### config.mk
export PLATFORM = sky130hd
export DESIGN_NAME = id_decode_stage
export DESIGN_NICKNAME = d
export VERILOG_FILES = /design/src/rtl/id_decode_stage_pkg.sv /design/src/rtl/id_decode_stage_decode_core.sv /design/src/rtl/id_decode_stage.sv
export SDC_FILE = /design/constraint.sdc
export NUM_CORES = 1
export LEC_CHECK = 0
export CAP_MARGIN = 25
export CELL_PAD_IN_SITES_DETAIL_PLACEMENT = 1
export CELL_PAD_IN_SITES_GLOBAL_PLACEMENT = 2
export CORE_ASPECT_RATIO = 0.7
export CORE_MARGIN = 3
export CORE_UTILIZATION = 35
export DETAILED_ROUTE_END_ITERATION = 8
export DONT_BUFFER_PORTS = 1
export PLACE_DENSITY = 0.74
export SYNTH_ARGS = -nofsm -noshare
export SYNTH_HDL_FRONTEND = slang
export SYNTH_SLANG_ARGS = --single-unit
### constraint.sdc
create_clock -name clk -period 5.67 [get_ports clk]
set_input_delay 1.134 -clock clk [delete_from_list [all_inputs] [get_ports clk]]
set_output_delay 1.134 -clock clk [all_outputs]
set_load 0.02 [all_outputs]
### src/rtl/id_decode_stage_pkg.sv
// Shared decode definitions: opcode space, immediate formats and the decoded-entry layout.
package id_decode_stage_pkg;

  localparam int OP_W = 6;

  typedef enum logic [OP_W-1:0] {
    OP_INVALID = 6'd0,
    OP_ADD, OP_SUB, OP_SLT, OP_SLTU, OP_NOR, OP_AND, OP_OR, OP_XOR,
    OP_SLL, OP_SRL, OP_SRA,
    OP_MUL, OP_MULH, OP_MULHU, OP_DIV, OP_MOD, OP_DIVU, OP_MODU,
    OP_BREAK, OP_SYSCALL,
    OP_SLLI, OP_SRLI, OP_SRAI,
    OP_ADDI, OP_SLTI, OP_SLTUI, OP_ANDI, OP_ORI, OP_XORI, OP_LDW, OP_STW,
    OP_LU12I, OP_PCADDU12I
  } op_e;

  typedef enum logic [2:0] {
    IMM_NONE, IMM_SI12, IMM_UI12, IMM_UI5, IMM_UI20, IMM_CODE
  } imm_kind_e;

  typedef struct packed {
    op_e         op;
    logic        ine;
    logic [31:0] imm;
    logic [4:0]  rd;
    logic [4:0]  rj;
    logic [4:0]  rk;
  } dec_t;

  function automatic logic is_muldiv(op_e op);
    return (op == OP_MUL) || (op == OP_MULH) || (op == OP_MULHU) || (op == OP_DIV) ||
           (op == OP_MOD) || (op == OP_DIVU) || (op == OP_MODU);
  endfunction

endpackage

### src/rtl/id_decode_stage_decode_core.sv
// Pure combinational LA32R decode: opcode, extended immediate and not-exist flag.
module decode_core
  import id_decode_stage_pkg::*;
#(
  parameter int HAS_MULDIV = 1
) (
  input  logic [31:0] inst,
  output op_e         op,
  output logic [31:0] imm,
  output logic        ine
);

  op_e       raw;
  imm_kind_e kind;

  // The three opcode fields never overlap for the supported encodings.
  always_comb begin
    raw  = OP_INVALID;
    kind = IMM_NONE;
    case (inst[31:15])
      17'h00020: raw = OP_ADD;
      17'h00022: raw = OP_SUB;
      17'h00024: raw = OP_SLT;
      17'h00025: raw = OP_SLTU;
      17'h00028: raw = OP_NOR;
      17'h00029: raw = OP_AND;
      17'h0002A: raw = OP_OR;
      17'h0002B: raw = OP_XOR;
      17'h0002E: raw = OP_SLL;
      17'h0002F: raw = OP_SRL;
      17'h00030: raw = OP_SRA;
      17'h00038: raw = OP_MUL;
      17'h00039: raw = OP_MULH;
      17'h0003A: raw = OP_MULHU;
      17'h00040: raw = OP_DIV;
      17'h00041: raw = OP_MOD;
      17'h00042: raw = OP_DIVU;
      17'h00043: raw = OP_MODU;
      17'h00054: begin raw = OP_BREAK;   kind = IMM_CODE; end
      17'h00056: begin raw = OP_SYSCALL; kind = IMM_CODE; end
      17'h00081: begin raw = OP_SLLI;    kind = IMM_UI5;  end
      17'h00089: begin raw = OP_SRLI;    kind = IMM_UI5;  end
      17'h00091: begin raw = OP_SRAI;    kind = IMM_UI5;  end
      default: ;
    endcase
    case (inst[31:22])
      10'h008: begin raw = OP_SLTI;  kind = IMM_SI12; end
      10'h009: begin raw = OP_SLTUI; kind = IMM_SI12; end
      10'h00A: begin raw = OP_ADDI;  kind = IMM_SI12; end
      10'h00D: begin raw = OP_ANDI;  kind = IMM_UI12; end
      10'h00E: begin raw = OP_ORI;   kind = IMM_UI12; end
      10'h00F: begin raw = OP_XORI;  kind = IMM_UI12; end
      10'h0A2: begin raw = OP_LDW;   kind = IMM_SI12; end
      10'h0A6: begin raw = OP_STW;   kind = IMM_SI12; end
      default: ;
    endcase
    case (inst[31:25])
      7'h0A: begin raw = OP_LU12I;     kind = IMM_UI20; end
      7'h0E: begin raw = OP_PCADDU12I; kind = IMM_UI20; end
      default: ;
    endcase
  end

  always_comb begin
    op  = raw;
    ine = 1'b0;
    if (raw == OP_INVALID || (HAS_MULDIV == 0 && is_muldiv(raw))) begin
      op  = OP_INVALID;
      ine = 1'b1;
    end
    case (kind)
      IMM_SI12: imm = {{20{inst[21]}}, inst[21:10]};
      IMM_UI12: imm = {20'b0, inst[21:10]};
      IMM_UI5:  imm = {27'b0, inst[14:10]};
      IMM_UI20: imm = {inst[24:5], 12'b0};
      IMM_CODE: imm = {17'b0, inst[14:0]};
      default:  imm = 32'b0;
    endcase
    if (ine) imm = 32'b0;
  end

endmodule

### src/rtl/id_decode_stage.sv
// Decode stage with output + skid register: 1-cycle latency; in_ready is registered
// (!skid_valid) so backpressure never combinationally reaches upstream.
module id_decode_stage
  import id_decode_stage_pkg::*;
#(
  parameter int OPW        = 8,
  parameter int HAS_MULDIV = 1,
  parameter int PCW        = 32
) (
  input  logic           clk,
  input  logic           resetn,
  input  logic           flush,
  input  logic           in_valid,
  output logic           in_ready,
  input  logic [31:0]    in_inst,
  input  logic [PCW-1:0] in_pc,
  output logic           out_valid,
  input  logic           out_ready,
  output logic [OPW-1:0] out_op,
  output logic [4:0]     out_rd,
  output logic [4:0]     out_rj,
  output logic [4:0]     out_rk,
  output logic [31:0]    out_imm,
  output logic [PCW-1:0] out_pc,
  output logic           out_ine
);

  localparam dec_t DEC_RST = '{op: OP_INVALID, ine: 1'b0, imm: 32'b0, rd: 5'b0, rj: 5'b0, rk: 5'b0};

  op_e            dec_op;
  logic [31:0]    dec_imm;
  logic           dec_ine;
  dec_t           dec;
  dec_t           out_q;
  dec_t           skid_q;
  logic [PCW-1:0] out_pc_q;
  logic [PCW-1:0] skid_pc_q;
  logic           skid_valid;
  logic           accept;
  logic           load_out;

  decode_core #(.HAS_MULDIV(HAS_MULDIV)) u_decode_core (
    .inst (in_inst),
    .op   (dec_op),
    .imm  (dec_imm),
    .ine  (dec_ine)
  );

  always_comb begin
    dec = '{op: dec_op, ine: dec_ine, imm: dec_imm,
            rd: in_inst[4:0], rj: in_inst[9:5], rk: in_inst[14:10]};
  end

  assign in_ready = !skid_valid;
  assign accept   = in_valid && in_ready;
  assign load_out = !out_valid || out_ready;

  // Skid can only be occupied while the output register is stalled, so a
  // draining output takes the skid entry and no new input competes for it.
  always_ff @(posedge clk or negedge resetn) begin
    if (!resetn) begin
      out_valid  <= 1'b0;
      skid_valid <= 1'b0;
      out_q      <= DEC_RST;
      skid_q     <= DEC_RST;
      out_pc_q   <= '0;
      skid_pc_q  <= '0;
    end else if (flush) begin
      out_valid  <= 1'b0;
      skid_valid <= 1'b0;
    end else if (load_out) begin
      if (skid_valid) begin
        out_valid  <= 1'b1;
        out_q      <= skid_q;
        out_pc_q   <= skid_pc_q;
        skid_valid <= 1'b0;
      end else begin
        out_valid <= accept;
        if (accept) begin
          out_q    <= dec;
          out_pc_q <= in_pc;
        end
      end
    end else if (accept) begin
      skid_valid <= 1'b1;
      skid_q     <= dec;
      skid_pc_q  <= in_pc;
    end
  end

  assign out_op  = OPW'(out_q.op);
  assign out_rd  = out_q.rd;
  assign out_rj  = out_q.rj;
  assign out_rk  = out_q.rk;
  assign out_imm = out_q.imm;
  assign out_ine = out_q.ine;
  assign out_pc  = out_pc_q;

endmodule

## Word level (Yosys, flattened, before mapping)

Index checks and enable logic that the tools add are counted.

| word-level totals | value |
|---|---|
| output and inout port bits | 90 |
| bits in registers | 174 |

| cells by class | value |
|---|---|
| bitwise gates (word level) | 2 |
| multiplexer cells | 20 |
| reduce and logical (&&, ||, !) cells | 15 |
| equal/unequal tests | 38 |

Operator list:

| kind | count |
|---|---|
| $eq 17x6->1 const B | 14 |
| $pmux 32 s5 | 1 |
| $pmux 5 s23 | 1 |
| $mux 54 | 2 |
| $eq 17x7->1 const B | 6 |
| $mux 32 | 3 |
| $eq 10x4->1 const B | 6 |
| $eq 17x8->1 const B | 3 |
| $pmux 5 s8 | 1 |
| $eq 10x8->1 const B | 2 |
| $eq 7x4->1 const B | 2 |
| $pmux 3 s2 | 2 |
| $pmux 6 s2 | 1 |
| $mux 1 | 7 |
| $eq 3x2->1 const B | 2 |
| $eq 3x3->1 const B | 2 |
| $logic_not 6->1 | 1 |
| $mux 6 | 1 |
| $reduce_and 3->1 | 2 |
| $reduce_or 3->1 | 2 |
| $reduce_or 5->1 | 1 |
| $reduce_bool 2->1 | 2 |
| $reduce_or 2->1 | 2 |
| $eq 3x1->1 const B | 1 |
| other kinds (6) | 8 |

## Logic depth before layout (Yosys ltp)

| logic depth | value |
|---|---|
| depth after elaboration | 10 |
| mapped depth | 9 |
| mapped depth without buffers | 6 |

## Cells and area by module

Synthesis repeated with hierarchy kept, for this count alone.

| second synthesis, totals | value |
|---|---|
| cell total of the unflattened synthesis | 621 |
| area total of the unflattened synthesis | 8789.7 um^2 |

Modules (own cells, without submodules):

| module | area an instance (um^2) | cells each | instances |
|---|---|---|---|
| id_decode_stage | 7711.1 | 472 | 1 |
| decode_core | 1078.5 | 149 | 1 |

## Least setup slack after synthesis

OpenSTA, ideal clock, no wires.

| path | value |
|---|---|
| path kind | input port to flip-flop |
| start point | in in_inst[25] |
| end point | reg out_q (netlist bit out_op[0]) |
| slack | 2.979 ns |
| data required time | 5.593 ns |
| data arrival time | 2.613 ns |
| stages on the path | 8 |
| cell sequence | buf_4 nor4_4 nand3b_1 buf_4 a211oi_2 a2111oi_2 a221o_1 a21oi_1 |

| on the way | value |
|---|---|
| word-level cells in the longest chain between the ends | 8 |

Ends and longest elaborated chain:

| element | RTL line | text |
|---|---|---|
| start, declared | id_decode_stage.sv:15 | `input logic [31:0] in_inst,` |
| $eq 17x8->1, or another cell as far along | id_decode_stage_decode_core.sv:20 | `case (inst[31:15])` |
| $pmux 5 s23 | id_decode_stage_decode_core.sv:20 |  |
| $pmux 5 s8 | id_decode_stage_decode_core.sv:46 | `case (inst[31:22])` |
| $pmux 6 s2 (*) | id_decode_stage_decode_core.sv:57 | `case (inst[31:25])` |
| $logic_not 6->1 | id_decode_stage_decode_core.sv:67 | `if (raw == OP_INVALID \|\| (HAS_MULDIV == 0 && is_muldiv(raw))) begin` |
| $mux 6 (*) | id_decode_stage_decode_core.sv:67 |  |
| $mux 54 (*) | id_decode_stage.sv:79 | `if (accept) begin` |
| $mux 54 (*) | id_decode_stage.sv:72 | `if (skid_valid) begin` |
| end signal, assigned | id_decode_stage.sv:74 | `out_q <= skid_q;` |
| end, declared | id_decode_stage.sv:34 | `dec_t out_q;` |

Every way passes the cells marked *; elsewhere a longest branch is shown, timed or not. The select of a mux whose other input is x is not followed.
A chain may end at the register's enable or synchronous reset.

## Worst setup path in the final report

| path | value |
|---|---|
| start point | in in_inst[26] |
| end point | reg out_q (netlist bit out_imm[0]) |

| on the way | value |
|---|---|
| word-level cells in the longest chain between the ends | 10 |

Ends and longest elaborated chain:

| element | RTL line | text |
|---|---|---|
| $eq 17x8->1 / $eq 17x7->1 (equally long branches) | id_decode_stage_decode_core.sv:20 |  |
| $reduce_or 3->1 (no line) / $reduce_or 2->1 (equally long branches) | n/a |  |
| $pmux 3 s2 | id_decode_stage_decode_core.sv:20 |  |
| $pmux 3 s2 | id_decode_stage_decode_core.sv:46 |  |
| $mux 3 | id_decode_stage_decode_core.sv:57 |  |
| $eq 3x3->1, or another cell as far along | id_decode_stage_decode_core.sv:71 | `case (kind)` |
| $pmux 32 s5 | id_decode_stage_decode_core.sv:71 |  |
| $mux 32 (*) | id_decode_stage_decode_core.sv:79 | `if (ine) imm = 32'b0;` |
| $mux 54 (*) | id_decode_stage.sv:79 |  |
| $mux 54 (*) | id_decode_stage.sv:72 |  |

Marks and branches as above.

==> results.yml <==
critical_path:
  crit_arrival_ns: 3.76
  worstPathCellList: "nor4_2, nand3b_1, nor2_1, or2_1, a221oi_1, o31ai_1"
  worstSetupStartpointType: "input pin"
  slowest_delay_ns: 0.91
  crit_type: "in2reg"
  cp-end-kind: "flip-flop"
  required_ns: 5.99
  cpMaxStageDelayCell: "nor4_2"
  critical_path.max_fanout: 11
synthesis:
  synth_simple_gate_area_frac: 0.1318
  yosysWarnings: 0
  synth_top_area_frac: 0.5236
  synth.distinct_cells: 61
  synth_adder_area_share: 0
  yosys.area.top_type: "dfrtp_1"
  netlist_instances: 791
  synth.top_cells.by_area: "dfrtp_1 (52%), mux2_2 (10%), o21ai_0 (6.4%)"
  synth_edf_count: 0
  synthArstFlopShare: 1.000
  synthXorXnorAreaFrac: 0.003160
  synth-main-ff-cell: "dfrtp_1"
  synth-compound-area-share: 0.1399
  synth_area_um2: 8315
  avgSynthCellArea_um2: 10.51
  synth_top_family_by_area: "multiplexers"
  ys_seq_area_frac: 0.5236
  synth_seq_cells: 174
  synth_mux_area_frac: 0.1607
cts:
  cts_max_level: 4
  cts_sinks: 174
  cts_resized: 0
  cts_buffers: 17
  clkSlewWorstSetupHoldPaths_ns: 0.07
  cts_tree: "built"
  ctsHoldBuffers: 0
  cts_buffer_depth: 2
  clock_latency_ns: 0.43
  cts_root_buffer: "clkbuf_16"
  cts_setup_buffers: 0
floorplanning:
  die_h_um: 135.0
  dieArea_um2: 25670
  ioPinCount: 159
  initial_core_util: 0.3612
  die_w_um: 190.2
  core_area_um2: 23020
  core.rowCount: 46
timing:
  fmax_ghz: 0.2902
  period_share: 0.6077
  post-route-min-period_ns: 3.445
  tightest_slew_ns: 1.082
  setup_viol: 0
  final_hold_viol_count: 0
  rsz0062_at_grt: "no"
  final.setup.tns_ns: 0
  skew_ns: 0.009435
  layout_setup_ws_ns: 2.225
  slew_violations: 0
  slew_headroom: 0.2726
power_and_ir_drop:
  power_frac_clock: 0.386
  switching_share: 0.2861
  powerDensity_nw_per_um2: 324.6
  p_leak_nw: 3.711
  sequentialPowerShare: 0.536
  internal_power_w: 0.002102
  vdd_drop_max_mv: 0.1969
  comb_power_share: 0.078
  p_sw_w: 0.0008426
  power_w: 0.002945
global_route:
  grt_max_degree: 175
  overflow: 0
  grt_pass1_vias: 6193
  antenna_found_initial: 0
  grt_pass1_wl_um: 36020
  grt.total_usage: 0.1803
layout:
  final_cell_mix: "dfrtp_1 (173), nand2_1 (132), o21ai_0 (107), mux2_2 (76), mux2i_1 (48)"
  syn_to_final_growth_pct: 9.103
  layout.cells.most_common: "dfrtp_1"
  drive_gt1_frac: 0.1752
  nNetsFinal: 821
  n_antenna_cell: 0
  finalInstanceArea_um2: 9072
place:
  place_congestion: 0.8474
  dp_hpwl_um: 15580
  preCtsSetupSlack_ns: 1.811
  placedInstanceArea_um2: 8471
  io_buffers: 0
drt:
  vias_per_cell: 5.494
  wl_per_cell_um: 21.17
  drt-pass1-iter-count: 4
  drc_errors: 0
  drtAntennaViolNets: 0
  vias: 5917
  drtIter0Drc: 318
  totalWireLength_um: 22810
hold_path:
  holdCritPathClass: "in2async"
outcome:
  status: "completed"
run:
  max_cap_violations: 0
-- stage by stage --
step                      utilization  hold slack [ns]  cells
final                          0.3941           0.4036   1077
after global routing           0.3941           0.3587   1077
after CTS                      0.3929           0.3654   1076
after detailed placement       0.3679           0.4694   1044
after global placement         0.3667           0.4544   1043
after floorplan                     -           0.4408    792
-- cells by family after synthesis --
family,count (synthesis)
AOI/OAI and AO/OA,198
xor gates and xnor gates,3
buffers and inverters,70
DFF,174
muxes,124
other,1
and+or+nand+nor,221
-- power by group through the flow --
stage,logic (W),clock network (W),registers (W)
2_1_floorplan,0.000208,0,0.00156
3_3_place_gp,0.000211,0,0.00159
3_5_place_dp,0.000232,0,0.00160
4_1_cts,0.000232,0.00118,0.00158
5_1_grt,0.000261,0.00124,0.00160
6_report,0.000230,0.00114,0.00158
-- flip-flops by register name, summed over array words and instances (netlist names), 5 cells and up --
name and flops:
out_imm 32, out_op 6, out_pc 32, out_rd 5, out_rj 5, out_rk 5, skid_pc_q 32, skid_q 54
-- layout make-up --
cell class / count / area [um2]
clock inverter: 15 / 148.9
tap: 312 / 390.4
clock buffer: 17 / 425.4
fill: 2540 / 13950
timing repair buffer: 6 / 85.08
multi-input combinational: 548 / 3646
sequential: 174 / 4358
inverter: 5 / 18.77
-- cells in the mapped netlist, drive strengths merged (3+ instances only) --
| master | n |
|---|---|
| dfrtp | 174 |
| nand2 | 134 |
| o21ai | 117 |
| mux2 | 76 |
| mux2i | 48 |
| clkbuf | 35 |
| a21oi | 32 |
| buf | 30 |
| nor2 | 23 |
| a22oi | 12 |
| nand3 | 11 |
| nand4 | 9 |
| nor3 | 9 |
| a221oi | 8 |
| o31ai | 8 |
| nor4 | 7 |
| inv | 5 |
| nand3b | 5 |
| nor2b | 5 |
| nor4b | 4 |
| a211oi | 3 |
-- path summary, 6_finish.rpt --
check | startpoint | endpoint | slack (ns) | cells after the start
max in group asynchronous | resetn | skid_valid$_DFFE_PN0P_ | 4.87 | 0
worst max-delay path | in_inst[26] | out_imm[0]$_DFFE_PN0P_ | 2.22 | 6
worst min-delay path | resetn | out_rj[3]$_DFFE_PN0P_ | 0.40 | 0
worst min register to register | skid_q[47]$_DFFE_PN0P_ | skid_q[47]$_DFFE_PN0P_ | 0.48 | 2
worst max register to register | skid_valid$_DFFE_PN0P_ | out_imm[25]$_DFFE_PN0P_ | 2.88 | 4
min in group clk | skid_q[47]$_DFFE_PN0P_ | skid_q[47]$_DFFE_PN0P_ | 0.48 | 2
-- worst max-delay path, delay by kind of cell --
kind,cells,cell delay (ns)
AOI/OAI and AO/OA,2,0.46
and+or+nand+nor,4,2.17
-- metal layers --
layer | vias up | wire, um | global-route usage
met1 | 3011 | 10170 | 0.2418
li1 | 2735 | - | -
met4 | 0 | 369 | 0.05336
met2 | 149 | 10600 | 0.2826
met3 | 22 | 1666 | 0.05605
met5 | - | 0 | 0
(Power assumes the default switching activity.)
